===== config.mk =====
export PLATFORM = sky130hd
export DESIGN_NAME = fan_ramp_ctrl
export DESIGN_NICKNAME = d
export VERILOG_FILES = /design/src/rtl/fan_ctrl_pkg.sv /design/src/rtl/fan_step_timer.sv /design/src/rtl/fan_ramp_ctrl.sv
export SDC_FILE = /design/constraint.sdc
export NUM_CORES = 1
export LEC_CHECK = 0
export BUFFER_PORTS_ARGS = -buffer_cell sky130_fd_sc_hd__buf_4
export CAP_MARGIN = 20
export CORE_MARGIN = 3
export CORE_UTILIZATION = 45
export DETAILED_ROUTE_END_ITERATION = 7
export GPL_TIMING_DRIVEN = 0
export HOLD_SLACK_MARGIN = 0.12
export PLACE_DENSITY_LB_ADDON = 0.1
export SYNTH_ARGS = -nofsm -noshare
export SYNTH_HDL_FRONTEND = slang
export SYNTH_SLANG_ARGS = --single-unit

===== constraint.sdc =====
create_clock -name clk -period 3.6 [get_ports clk]
set_input_delay 0.36 -clock clk [delete_from_list [all_inputs] [get_ports clk]]
set_output_delay 0.36 -clock clk [all_outputs]
set_load 0.02 [all_outputs]

===== src/rtl/fan_ctrl_pkg.sv =====
// fan_ctrl_pkg: shared state encoding, level limits and the temp-to-target mapping
package fan_ctrl_pkg;
   typedef enum logic [1:0] {IDLE, UP, DOWN, OT} fan_state_t;
   localparam logic [3:0] LEVEL_MAX     = 4'hF;
   localparam logic [3:0] DEF_ON_THRESH = 4'd8;
   localparam logic [3:0] DEF_OT_THRESH = 4'd13;
   // Over-temperature wins over enable; codes below on_th give an idle fan
   function automatic logic [3:0] fan_target(input logic [3:0] t, input logic en,
                                             input logic [3:0] on_th, input logic [3:0] ot_th);
      return (t >= ot_th) ? LEVEL_MAX : (!en || t < on_th) ? 4'h0 : t - on_th + 4'd1;
   endfunction
endpackage


===== src/rtl/fan_step_timer.sv =====
// fan_step_timer: free-running ramp step counter with sync clear, ticks at RAMP_DIV-1
module fan_step_timer #(
   parameter int RAMP_DIV = 4,
   parameter int CNT_W    = 8
) (
   input  logic clk,
   input  logic rst_n,
   input  logic clr,
   output logic tick
);
   localparam logic [CNT_W-1:0] LAST = CNT_W'(RAMP_DIV - 1);
   logic [CNT_W-1:0] cnt;
   assign tick = cnt == LAST;
   always_ff @(posedge clk or negedge rst_n)
      if (!rst_n) cnt <= '0;
      else cnt <= (clr || tick) ? '0 : cnt + 1'b1;
endmodule


===== src/rtl/fan_ramp_ctrl.sv =====
// fan_ramp_ctrl: ramps the applied fan level toward a temperature target, forcing full speed on over-temp
// FAN_CTRL_HYST_EN: when defined, IDLE ignores a target exactly one level below the current level
module fan_ramp_ctrl
   import fan_ctrl_pkg::*;
#(
   parameter int         RAMP_DIV  = 4,
   parameter logic [3:0] ON_THRESH = DEF_ON_THRESH,
   parameter logic [3:0] OT_THRESH = DEF_OT_THRESH,
   parameter int         CNT_W     = 8
) (
   input  logic       clk,
   input  logic       rst_n,
   input  logic       enable,
   input  logic       temp_valid,
   input  logic [3:0] temp,
   output logic [3:0] fan_level,
   output logic       fan_on,
   output logic       overtemp,
   output logic       ramping
);
   localparam logic [3:0] OT_HOLD = OT_THRESH - 4'd1;
   fan_state_t state, state_nxt;
   logic [3:0] temp_q, target, level_nxt;
   logic       ot_hit, dn_ok, tick, clr;
   assign target = fan_target(temp_q, enable, ON_THRESH, OT_THRESH);
   assign ot_hit = temp_q >= OT_THRESH;
`ifdef FAN_CTRL_HYST_EN
   assign dn_ok = target < fan_level && (target == 4'd0 || {1'b0, target} + 5'd2 <= {1'b0, fan_level});
`else
   assign dn_ok = target < fan_level;
`endif
   fan_step_timer #(.RAMP_DIV(RAMP_DIV), .CNT_W(CNT_W)) u_timer (
      .clk  (clk),
      .rst_n(rst_n),
      .clr  (clr),
      .tick (tick)
   );
   // Timer only runs while ramping; every other state holds it at zero so UP/DOWN start fresh
   always_comb begin
      state_nxt = state;
      level_nxt = fan_level;
      clr       = 1'b1;
      if (ot_hit && state != OT) begin
         state_nxt = OT;
         level_nxt = LEVEL_MAX;
      end else begin
         case (state)
            IDLE: state_nxt = (target > fan_level) ? UP : dn_ok ? DOWN : IDLE;
            UP, DOWN: begin
               clr = 1'b0;
               if (tick) begin
                  state_nxt = (target > fan_level) ? UP : (target < fan_level) ? DOWN : IDLE;
                  level_nxt = (target > fan_level) ? fan_level + 4'd1 :
                              (target < fan_level) ? fan_level - 4'd1 : fan_level;
               end
            end
            OT: state_nxt = (temp_q < OT_HOLD) ? DOWN : OT;
         endcase
      end
   end
   always_ff @(posedge clk or negedge rst_n)
      if (!rst_n) begin
         state     <= IDLE;
         fan_level <= 4'd0;
         temp_q    <= 4'd0;
      end else begin
         state     <= state_nxt;
         fan_level <= level_nxt;
         if (temp_valid) temp_q <= temp;
      end
   assign fan_on   = fan_level != 4'd0;
   assign overtemp = state == OT;
   assign ramping  = state == UP || state == DOWN;
endmodule


==> impl_summary.txt <==
----------------------------------------------------
[Timing]
  Worst-Margin Slew ... 470 ps
  Unrepaired setup endpoints after global routing ... no
  Final total negative setup slack ... 0 ps
  Headroom to the max-slew limit ... 68.7%
  Number of max-slew violations in the final report ... 0
  Final hold vios ... 0
  Final Cycle Share ... 92.4%
  Final critical-path required period ... 3330 ps
  Number of setup violations in the final report ... 0
  Worst clock skew ... 0.908 ps
  Top achievable clock speed ... 0.301 GHz

[Routing]
  Total via count in the routed design ... 880
  Detailed-router iteration count before antenna repair ... 4
  Post-detailed-route count of antenna-violating nets ... 0
  Post-detailed-route DRC marker count ... 0
  Iteration-0 DRC count of the detailed router ... 12
  Detailed-route vias per instance ... 5.30
  Wirelength, routed ... 2070 um
  Routed len/inst ... 12.5 um

[Critical path]
  Worst r2r src ... temp_q[0]
  Critical path data required time ... 3830 ps
  Highest cell delay on the worst timing path ... 450 ps
  Data arrival time of the critical path ... 3550 ps
  Launching element type of the critical path ... flip-flop
  Category of the critical setup timing path ... reg -> reg
  Cell chain of the critical path ... inv_1, ha_1, inv_1, o21bai_2, nand2_1, ha_1, or2b_2, a21o_1, nand2_1, nand2_1, ha_1, a21oi_1, and2_1, nand3_1, a21oi_1, mux2i_1
  Sort of element at the end of the critical path ... flip-flop
  Largest fanout of any net on the critical path ... 6
  Cell with the largest stage delay on the worst path ... dfrtp_1
  Start point of the critical path ... temp_q[0]

[Clock tree]
  Number of CTS-inserted buffers ... 3
  CTS tree ... yes
  Level count of the clock H-tree ... 1
  TritonCTS Sinks ... 18
  Clock Path Buffers ... 2
  Clk Tree Root Cell ... clkbuf_4
  Insertion delay of the later-clocked pin in the worst-skew pair ... 290 ps
  Clock-pin slew of the registers on the worst-case setup and hold paths ... 100 ps

[Synthesis]
  Yosys top cell by area ... dfrtp_1
  XOR/XNOR share of the synthesized area ... 6.96%
  Cell count after synthesis ... 119
  Fraction of the mapped netlist area in simple logic gates ... 20.8%
  Combined area of all synthesized cells ... 1130 um^2
  Post-synthesis cell type count ... 36
  Biggest area contributors in the synthesized netlist ... dfrtp_1 40%, ha_1 12%, xor2_1 4.6%
  Multiplexer share of the synthesized area ... 2.87%
  Most instantiated cells after synthesis ... 18 x dfrtp_1, 13 x nor2_1, 12 x nand2_1, 11 x ha_1, 10 x inv_1
  Main combinational cell family by area after synthesis ... simple AND/OR/NAND/NOR gates
  Flip-flop and latch count after synthesis ... 18
  Most common cell in the netlist ... dfrtp_1
  Number of flops mapped to enable cells by yosys ... 0
  Synth Area per Inst ... 9.52 um^2
  Number of synthesis warnings ... 0
  Synthesized-area fraction occupied by ao, oa, aoi and oai cells ... 11.7%
  FFs w/ async S/R, synth ... 100%
  Synth top area share ... 39.8%
  Synth Area in Adders ... 13.9%
  Flip-flop cell with the highest count after synthesis ... dfrtp_1
  Net count after synthesis ... 139
  Proportion of synthesized chip area in sequential cells ... 39.8%

[Status]
  Outcome ... complete, no violations

[Power and ir drop]
  Worst vdd rail ir drop ... 355 uV
  Static Leak ... 0.610 nW
  Areal power density over the cells ... 606 nW/um^2

[Global route]
  Total global routing track utilization ... 14.4%
  Total overflow reported by the global router ... 0
  Via count of the first global-routing pass ... 843
  Largest net degree at the start of global routing ... 19
  Number of antenna violations at the first check in global routing ... 0
  First-pass GRT wire length ... 3620 um

[Place]
  Half-perimeter wire length of the detailed placement result ... 1690 um
  Placed Cells ... 161
  Placer's final routability congestion estimate ... 0.893
  PortBufs ... 14

[Hold path]
  Path category of the worst min-delay check ... in -> reg
  Start point of the worst hold path ... temp[1]

[Cells and area]
  Layout overhead on the synthesized area ... 16.8%
  Non-filler instance count after layout ... 166
  Fraction of final layout cells with drive strength greater than 1 ... 20.3%
  Final #Nets ... 159
  Antenna diode count ... 0

[Floorplan]
  Number of top-level design ports ... 15
  Num rows ... 17
  Width of the chip ... 56.2 um
  Core outline area ... 2300 um^2
  Vertical die dimension ... 56.2 um
  Total die area ... 3150 um^2
  Initial Utilization ... 49.3%

[Job]
  Max-capacitance violation count ... 0

----------------------------------------------------
## layout by cell type (no fill, tap or decap), types with 2 or more instances in the layout
cell type and instances:
nand3_1 9, mux2_2 2, o211ai_1 2, inv_1 10, nor2_1 13, ha_1 11
xnor2_1 3, xor2_1 6, a21oi_1 3, clkbuf_4 3, dfrtp_1 18, o21ai_0 4
nand2_1 12, a21o_1 2, buf_4 15, a31oi_1 2
## metrics by stage
stage                     cell area [um^2]  utilization, %  power, mW  hold slack [ps]  setup slack, ps
after floorplan                       1130               -      0.566             64.4              535
after global placement                1270            55.4      0.673              240              239
after detailed placement              1270            55.4      0.685              241              156
after CTS                             1320            57.4      0.813              260              118
after global routing                  1320            57.6      0.872              260             3.66
final                                 1320            57.6      0.802              263              274
## cell type report
type	instances	area, um^2
inverters	10	37.5
clock buffers	4	36.3
multi-input cells	90	641
fillers	228	975
plain buffers	1	7.51
repair buffers	15	115
well taps	28	35.0
flip-flops and latches	18	450
## flip-flops by register name, summed over array words and instances (netlist names)
| name | flops |
|---|---|
| temp_q | 4 |
| state | 2 |
| u_timer.cnt | 8 |
| fan_level | 4 |
## routing by layer
| layer | vias to the layer above | track usage, % | part of all wire [%] |
|---|---|---|---|
| li1 | 449 | - | - |
| met5 | - | 0 | 0 |
| met3 | 4 | 2.09 | 2.1 |
| met2 | 9 | 24.7 | 49 |
| met4 | 0 | 7.46 | 0.96 |
| met1 | 418 | 17.2 | 48 |
## worst max-delay path, delay by kind of cell, from the launching register on
family | cells | cell delay, ps
AOI/OAI and AO/OA | 4 | 810
adders and majority gates | 3 | 800
buffers and inverters | 2 | 140
DFF | 1 | 450
muxes | 1 | 190
and+or+nand+nor | 6 | 860
## what timing repair did
item / 4_1_cts / 5_1_grt
resized for setup: 0 / 1
setup endpoints to repair: 0 / 1
hold endpoints to repair: 18 / 0
hold buffers: 1 / 0
buffers inserted: 0 / 0
## kinds of logic after synthesis
kind of cell,count (synthesis)
mux,3
simple gates,46
compound gates,20
buf+inv,11
fa+ha+maj,12
flops,18
xor+xnor,9
## final timing paths
kind                                  endpoint  slack (ps)  cells after the start
min in group asynchronous            temp_q[3]         440                      2
worst min register to register  u_timer.cnt[0]         510                      1
max in group asynchronous         fan_level[3]        2970                      2
worst min-delay path                 temp_q[1]         260                      3
worst max-delay path              fan_level[3]         270                     16
worst max register to register    fan_level[3]         270                     16
## power by group
group | internal, mW | switching, mW
Sequential | 0.243 | 0.0499
Combinational | 0.171 | 0.213
Clock | 0.0617 | 0.0635
Total | 0.475 | 0.326
No activity file was read; power rests on OpenSTA's default activity.
